## src/rtl/leaf_run_feeder.sv

```systemverilog
// leaf_run_feeder: streams LEAF_CNT sorted runs from one shared synchronous
// RAM into per-leaf FIFOs, then appends TERM_CNT zero terminators per leaf.
// A single RAM read port is shared round-robin.
// Each leaf keeps at most one word in flight.
// A one-word hold register absorbs data that returns while the leaf FIFO is full.
module leaf_run_feeder #(
  parameter int LEAF_CNT   = 16,
  parameter int DATA_WIDTH = 32,
  parameter int LEN_SEQ    = 128,
  parameter int TERM_CNT   = 20,
  parameter int ADDR_WIDTH = 12
) (
  input  logic                           i_clk,
  input  logic                           i_rst,
  input  logic                           i_start,
  output logic [ADDR_WIDTH-1:0]          o_mem_addr,
  output logic                           o_mem_read,
  input  logic [DATA_WIDTH-1:0]          i_mem_data,
  input  logic [LEAF_CNT-1:0]            i_fifo_full,
  output logic [LEAF_CNT-1:0]            o_fifo_write,
  output logic [LEAF_CNT*DATA_WIDTH-1:0] o_fifo_item,
  output logic                           o_busy,
  output logic                           o_done
);

  localparam int PTR_W  = (LEAF_CNT > 1) ? $clog2(LEAF_CNT) : 1;
  localparam int IDX_W  = $clog2(LEN_SEQ + 1);
  localparam int TERM_W = (TERM_CNT > 0) ? $clog2(TERM_CNT + 1) : 1;

  typedef enum logic [1:0] {IDLE, DATA, TERM, DONE} leaf_state_t;

  logic [PTR_W-1:0]      ptr_reg, ptr_next;
  logic                  busy_reg, done_reg;
  logic                  mem_read_reg;
  logic [ADDR_WIDTH-1:0] mem_addr_reg, mem_addr_next;
  logic [PTR_W-1:0]      rd_leaf_reg;
  logic                  ret_valid_reg;
  logic [PTR_W-1:0]      ret_leaf_reg;
  logic                  start_accept;

  logic [LEAF_CNT-1:0]   eligible, grant, ret_hit, leaf_done;
  logic [IDX_W-1:0]      leaf_idx [LEAF_CNT];
  logic                  grant_valid;
  logic [PTR_W-1:0]      grant_idx;
  logic [PTR_W-1:0]      cand;

  assign start_accept = i_start && !busy_reg;

  // Round-robin pick: first eligible leaf at or above the pointer, wrapping.
  always_comb begin
    grant         = '0;
    grant_valid   = 1'b0;
    grant_idx     = '0;
    cand          = '0;
    ptr_next      = ptr_reg;
    mem_addr_next = mem_addr_reg;
    for (int k = 0; k < LEAF_CNT; k++) begin
      cand = PTR_W'((int'(ptr_reg) + k) % LEAF_CNT);
      if (!grant_valid && eligible[cand]) begin
        grant_valid = 1'b1;
        grant_idx   = cand;
      end
    end
    if (grant_valid) begin
      grant[grant_idx] = 1'b1;
      ptr_next = (grant_idx == PTR_W'(LEAF_CNT - 1)) ? '0 : grant_idx + PTR_W'(1);
      mem_addr_next = ADDR_WIDTH'(int'(grant_idx) * LEN_SEQ + int'(leaf_idx[grant_idx]));
    end
  end

  // Shared read port, return pipeline (RAM data is valid one cycle after the
  // registered read), and the load-level busy/done flags.
  always_ff @(posedge i_clk or posedge i_rst) begin
    if (i_rst) begin
      ptr_reg       <= '0;
      busy_reg      <= 1'b0;
      done_reg      <= 1'b0;
      mem_read_reg  <= 1'b0;
      mem_addr_reg  <= '0;
      rd_leaf_reg   <= '0;
      ret_valid_reg <= 1'b0;
      ret_leaf_reg  <= '0;
    end else begin
      // every load begins arbitration from leaf 0
      ptr_reg       <= start_accept ? '0 : ptr_next;
      mem_read_reg  <= grant_valid;
      if (grant_valid) begin
        mem_addr_reg <= mem_addr_next;
        rd_leaf_reg  <= grant_idx;
      end
      ret_valid_reg <= mem_read_reg;
      ret_leaf_reg  <= rd_leaf_reg;
      if (start_accept) begin
        busy_reg <= 1'b1;
        done_reg <= 1'b0;
      end else if (busy_reg && (&leaf_done)) begin
        busy_reg <= 1'b0;
        done_reg <= 1'b1;
      end
    end
  end

  assign o_mem_read = mem_read_reg;
  assign o_mem_addr = mem_addr_reg;
  assign o_busy     = busy_reg;
  assign o_done     = done_reg;

  for (genvar gi = 0; gi < LEAF_CNT; gi++) begin : g_leaf
    leaf_state_t           state_reg, state_next;
    logic [IDX_W-1:0]      idx_reg, idx_next;
    logic [TERM_W-1:0]     term_reg, term_next;
    logic                  inflight_reg, inflight_next;
    logic                  hold_valid_reg, hold_valid_next;
    logic [DATA_WIDTH-1:0] hold_data_reg, hold_data_next;
    logic [DATA_WIDTH-1:0] item_reg, item_next;
    logic                  write_reg, write_next;

    assign eligible[gi]  = (state_reg == DATA) && (idx_reg < IDX_W'(LEN_SEQ)) &&
                           !inflight_reg && !hold_valid_reg && !i_fifo_full[gi];
    assign ret_hit[gi]   = ret_valid_reg && (ret_leaf_reg == PTR_W'(gi));
    assign leaf_done[gi] = (state_reg == DONE);
    assign leaf_idx[gi]  = idx_reg;
    assign o_fifo_write[gi] = write_reg;
    assign o_fifo_item[gi*DATA_WIDTH +: DATA_WIDTH] = item_reg;

    // Leaf sequencing: issue reads, route returned words to the FIFO or the
    // hold register, then emit terminators while the FIFO has room.
    always_comb begin
      state_next      = state_reg;
      idx_next        = idx_reg;
      term_next       = term_reg;
      inflight_next   = inflight_reg;
      hold_valid_next = hold_valid_reg;
      hold_data_next  = hold_data_reg;
      item_next       = item_reg;
      write_next      = 1'b0;
      if (start_accept) begin
        state_next      = DATA;
        idx_next        = '0;
        term_next       = '0;
        inflight_next   = 1'b0;
        hold_valid_next = 1'b0;
      end else begin
        case (state_reg)
          DATA: begin
            if (hold_valid_reg) begin
              if (!i_fifo_full[gi]) begin
                write_next      = 1'b1;
                item_next       = hold_data_reg;
                hold_valid_next = 1'b0;
              end
            end else if (ret_hit[gi]) begin
              inflight_next = 1'b0;
              if (!i_fifo_full[gi]) begin
                write_next = 1'b1;
                item_next  = i_mem_data;
              end else begin
                hold_valid_next = 1'b1;
                hold_data_next  = i_mem_data;
              end
            end
            if (grant[gi]) begin
              idx_next      = idx_reg + IDX_W'(1);
              inflight_next = 1'b1;
            end
            // the run is drained once every word has left the leaf
            if ((idx_reg == IDX_W'(LEN_SEQ)) && !inflight_reg && !hold_valid_reg)
              state_next = TERM;
          end
          TERM: begin
            if (term_reg == TERM_W'(TERM_CNT)) begin
              state_next = DONE;
            end else if (!i_fifo_full[gi]) begin
              write_next = 1'b1;
              item_next  = '0;
              term_next  = term_reg + TERM_W'(1);
            end
          end
          default: begin
          end
        endcase
      end
    end

    // Leaf state register; reset drops any word in flight or held.
    always_ff @(posedge i_clk or posedge i_rst) begin
      if (i_rst) begin
        state_reg      <= IDLE;
        idx_reg        <= '0;
        term_reg       <= '0;
        inflight_reg   <= 1'b0;
        hold_valid_reg <= 1'b0;
        hold_data_reg  <= '0;
        item_reg       <= '0;
        write_reg      <= 1'b0;
      end else begin
        state_reg      <= state_next;
        idx_reg        <= idx_next;
        term_reg       <= term_next;
        inflight_reg   <= inflight_next;
        hold_valid_reg <= hold_valid_next;
        hold_data_reg  <= hold_data_next;
        item_reg       <= item_next;
        write_reg      <= write_next;
      end
    end
  end

endmodule

```

## config.mk

```make
export PLATFORM = sky130hd
export DESIGN_NAME = leaf_run_feeder
export DESIGN_NICKNAME = d
export VERILOG_FILES = /design/src/rtl/leaf_run_feeder.sv
export SDC_FILE = /design/constraint.sdc
export NUM_CORES = 2
export LEC_CHECK = 0
export BUFFER_PORTS_ARGS = -buffer_cell sky130_fd_sc_hd__buf_2
export CORE_MARGIN = 2
export CORE_UTILIZATION = 65
export DETAILED_ROUTE_END_ITERATION = 6
export HOLD_SLACK_MARGIN = 0.05
export PLACE_DENSITY = 0.95
export SLEW_MARGIN = 5
export SYNTH_ARGS = -nofsm -noshare
export SYNTH_HDL_FRONTEND = slang
export SYNTH_SLANG_ARGS = --single-unit
```

## constraint.sdc

```tcl
create_clock -name i_clk -period 88.5 [get_ports i_clk]
set_input_delay 8.85 -clock i_clk [delete_from_list [all_inputs] [get_ports i_clk]]
set_output_delay 8.85 -clock i_clk [all_outputs]
set_load 0.05 [all_outputs]
```

==> results.sh <==
export IMPL_outcome="complete, no violations"
export IMPL_syn_area_um2=64600
export IMPL_yosys_warnings=0
export IMPL_rows=115
export IMPL_end_kind="flop"
export IMPL_cp_slowest_stage_delay_ps=920
export IMPL_cts_tree="yes"
export IMPL_cts_buffers=137
export IMPL_period_minus_slack_ps=15180
export IMPL_critPathKind="input port to flop"
export IMPL_ys_types=100
export IMPL_final_nets=6295
export IMPL_async_flop_share_pct=100
export IMPL_fin_crit_sh_pct=17.2
export IMPL_worstHoldPathType="flop to flop"
export IMPL_synth_most_common_cell="dfrtp_1"
export IMPL_clockBufferDepth=3
export IMPL_dr_pass1_iters=7
export IMPL_cts_root_buf="clkbuf_16"
export IMPL_grt_pass1_vias=54000
export IMPL_synth_top_cells_by_count="dfrtp_1 (1340), nand2_1 (735), mux2i_1 (591)"
export IMPL_drtAntennaViolNets=0
export IMPL_fin_area_um2=72900
export IMPL_vias_per_cell=6.99
export IMPL_arrival_ps=15860
export IMPL_worst_slew_pin_slew_ps=1380
export IMPL_drive_gt1_share_pct=25.0
export IMPL_antenna_found_initial=14
export IMPL_netlist_top_cells_area="dfrtp_1 (52%), mux2i_1 (9.2%), mux2_2 (9.1%)"
export IMPL_start_kind="input port"
export IMPL_wl_um=230000
export IMPL_layout_setup_ws_ps=73320
export IMPL_drc=0
export IMPL_ys_seq_elements=1340
export IMPL_peakVddDrop_mv=0.0593
export IMPL_clock_latency_ps=790
export IMPL_drt_iter0_markers=7333
export IMPL_finalHoldViolCount=0
export IMPL_buffer_ports_inserted=593
export IMPL_ys_seq_area_share_pct=51.9
export IMPL_synth_area_per_cell_um2=11.2
export IMPL_die_h_um=319
export IMPL_post_place_ws_ps=72760
export IMPL_core_um2=98400
export IMPL_relSlewSlack_pct=8.30
export IMPL_place_area_um2=68300
export IMPL_via_count=52600
export IMPL_fin_skew_ps=44.4
export IMPL_rsz0062_at_grt="false"
export IMPL_utilization_pct=74.1
export IMPL_htreeDepth=4
export IMPL_cpMaxStageDelayCell="nor4b_1"
export IMPL_start_util_pct=65.6
export IMPL_crit_required_ps=89180
export IMPL_crit_fanout=34
export IMPL_syn_inst=5780
export IMPL_gp_congestion=0.943
export IMPL_pin_count=594
export IMPL_total_power_w=0.00339
export IMPL_synth_edf_count=0
export IMPL_die_area_um2=102000
export IMPL_synth_top_flop_cell="dfrtp_1"
export IMPL_p_per_area_nw_per_um2=46.5
export IMPL_fill_cells=5750
export IMPL_grt_pass1_wl_um=343000
export IMPL_dp_hpwl_um=139000
export IMPL_grt_max_degree=169
export IMPL_hold_buffers=0
export IMPL_drv_slew=0
export IMPL_overflow=0
export IMPL_grt_use_total_pct=45.3
export IMPL_synth_top_area_share_pct=51.9
export IMPL_setup_viol=0
export IMPL_routedWlPerCell_um=30.6
export IMPL_area_growth_syn_to_layout_pct=12.8
export IMPL_clock_sinks=1340
export IMPL_finalSetupTns_ps=0
export IMPL_path_cells="buf_2 -> nor4b_1 -> nand3b_1 -> o21a_1 -> mux4_2 -> mux2i_2 -> nor3_1 -> and4_1 -> a211oi_2 -> a21oi_1 -> a21o_1 -> buf_4 -> inv_2 -> buf_4 -> ha_1 -> and2_1 -> nand2_1 -> nor4_4 -> nand4_1 -> or3_1 -> a21oi_1"
export IMPL_max_cap_viol_count=0
export IMPL_cts_setup_buffers=0
export IMPL_total_leakage_power_nw=33.6
export IMPL_path_clk_slew_ps=60
export IMPL_fmax_ghz=0.0659
export IMPL_cts_repair_resized=0
export IMPL_synth_top_area_cell="dfrtp_1"
export IMPL_die_width_um=319
export IMPL_mappedNetlistNets=5957
[layout make-up]
type / instances / area, um2 / share of cell area [%]
Sequential cell: 1340 / 33600 / 46.0
Multi-Input combinational cell: 3831 / 28900 / 39.7
Clock buffer: 199 / 4040 / 5.53
Timing Repair Buffer: 686 / 3690 / 5.06
Tap cell: 1287 / 1610 / 2.21
Clock inverter: 46 / 584 / 0.801
Inverter: 122 / 465 / 0.638
Antenna cell: 8 / 20.0 / 0.0275
[power breakdown]
| group | switching (W) | internal, W | total [W] |
|---|---|---|---|
| logic | 0.00128 | 0.000516 | 0.00179 |
| clock network | 0.000256 | 0.000343 | 0.000599 |
| registers | 0.000163 | 0.000832 | 0.000995 |
| total | 0.00170 | 0.00169 | 0.00339 |
[path summary, 6_finish.rpt]
check	start	to	slack, ps	cells past startpoint
max in group asynchronous	i_rst	g_leaf[7].hold_data_reg[16]	76060	6
max reg2reg	g_leaf[13].state_reg[1]	g_leaf[2].idx_reg[5]	80600	22
min in group asynchronous	i_rst	g_leaf[12].hold_data_reg[30]	8250	2
min	o_mem_read	ret_valid_reg	380	0
max	i_fifo_full[13]	g_leaf[2].idx_reg[5]	73320	21
min reg2reg	o_mem_read	ret_valid_reg	380	0
[kinds of logic after synthesis]
logic type	count (synthesis)	share of synthesized area [%]
DFF	1340	51.9
xor gates and xnor gates	175	2.37
adders and majority gates	126	2.44
and+or+nand+nor	1505	10.6
AOI/OAI and AO/OA	888	9.90
buffers and inverters	609	3.79
muxes	1137	19.0
[cell usage in the layout, fill, tap and decap left out, types with 18 or more instances in the layout]
master,n
a21oi_1,114
and3_1,28
buf_2,593
buf_4,91
clkbuf_1,28
clkbuf_16,140
clkbuf_8,31
clkinv_2,24
dfrtp_1,1323
ha_1,110
inv_1,117
mux2_2,524
mux2i_1,591
nand2_1,735
nand3_1,54
nand4_1,102
nor2_1,352
nor2b_1,18
nor3_1,46
nor4_1,25
o211ai_1,26
o21ai_0,77
o22ai_1,18
o31ai_1,516
or3_1,20
xnor2_1,51
xor2_1,124
[worst max-delay path, delay by kind of cell]
| family | cells | cell delay, ps |
|---|---|---|
| AOI/OAI and AO/OA | 5 | 1350 |
| adders and majority gates | 1 | 230 |
| buffers and inverters | 4 | 1270 |
| muxes | 2 | 900 |
| and+or+nand+nor | 9 | 3200 |
[per-layer routing]
metal / track usage, % / vias up / part of all wire, %
li1: - / 21200 / -
met1: 54.2 / 26000 / 34
met2: 65.9 / 4045 / 43
met3: 17.2 / 1334 / 13
met4: 34.9 / 18 / 9.3
met5: 1.80 / - / 0.13
[per-stage QoR]
| step | instances | hold WS [ps] |
|---|---|---|
| final | 7519 | 375 |
| after CTS | 7511 | 375 |
| after global routing | 7516 | 395 |
| after detailed placement | 7266 | 361 |
| after global placement | 7266 | 358 |
| after floorplan | 5780 | 354 |
(Power assumes the default switching activity.)
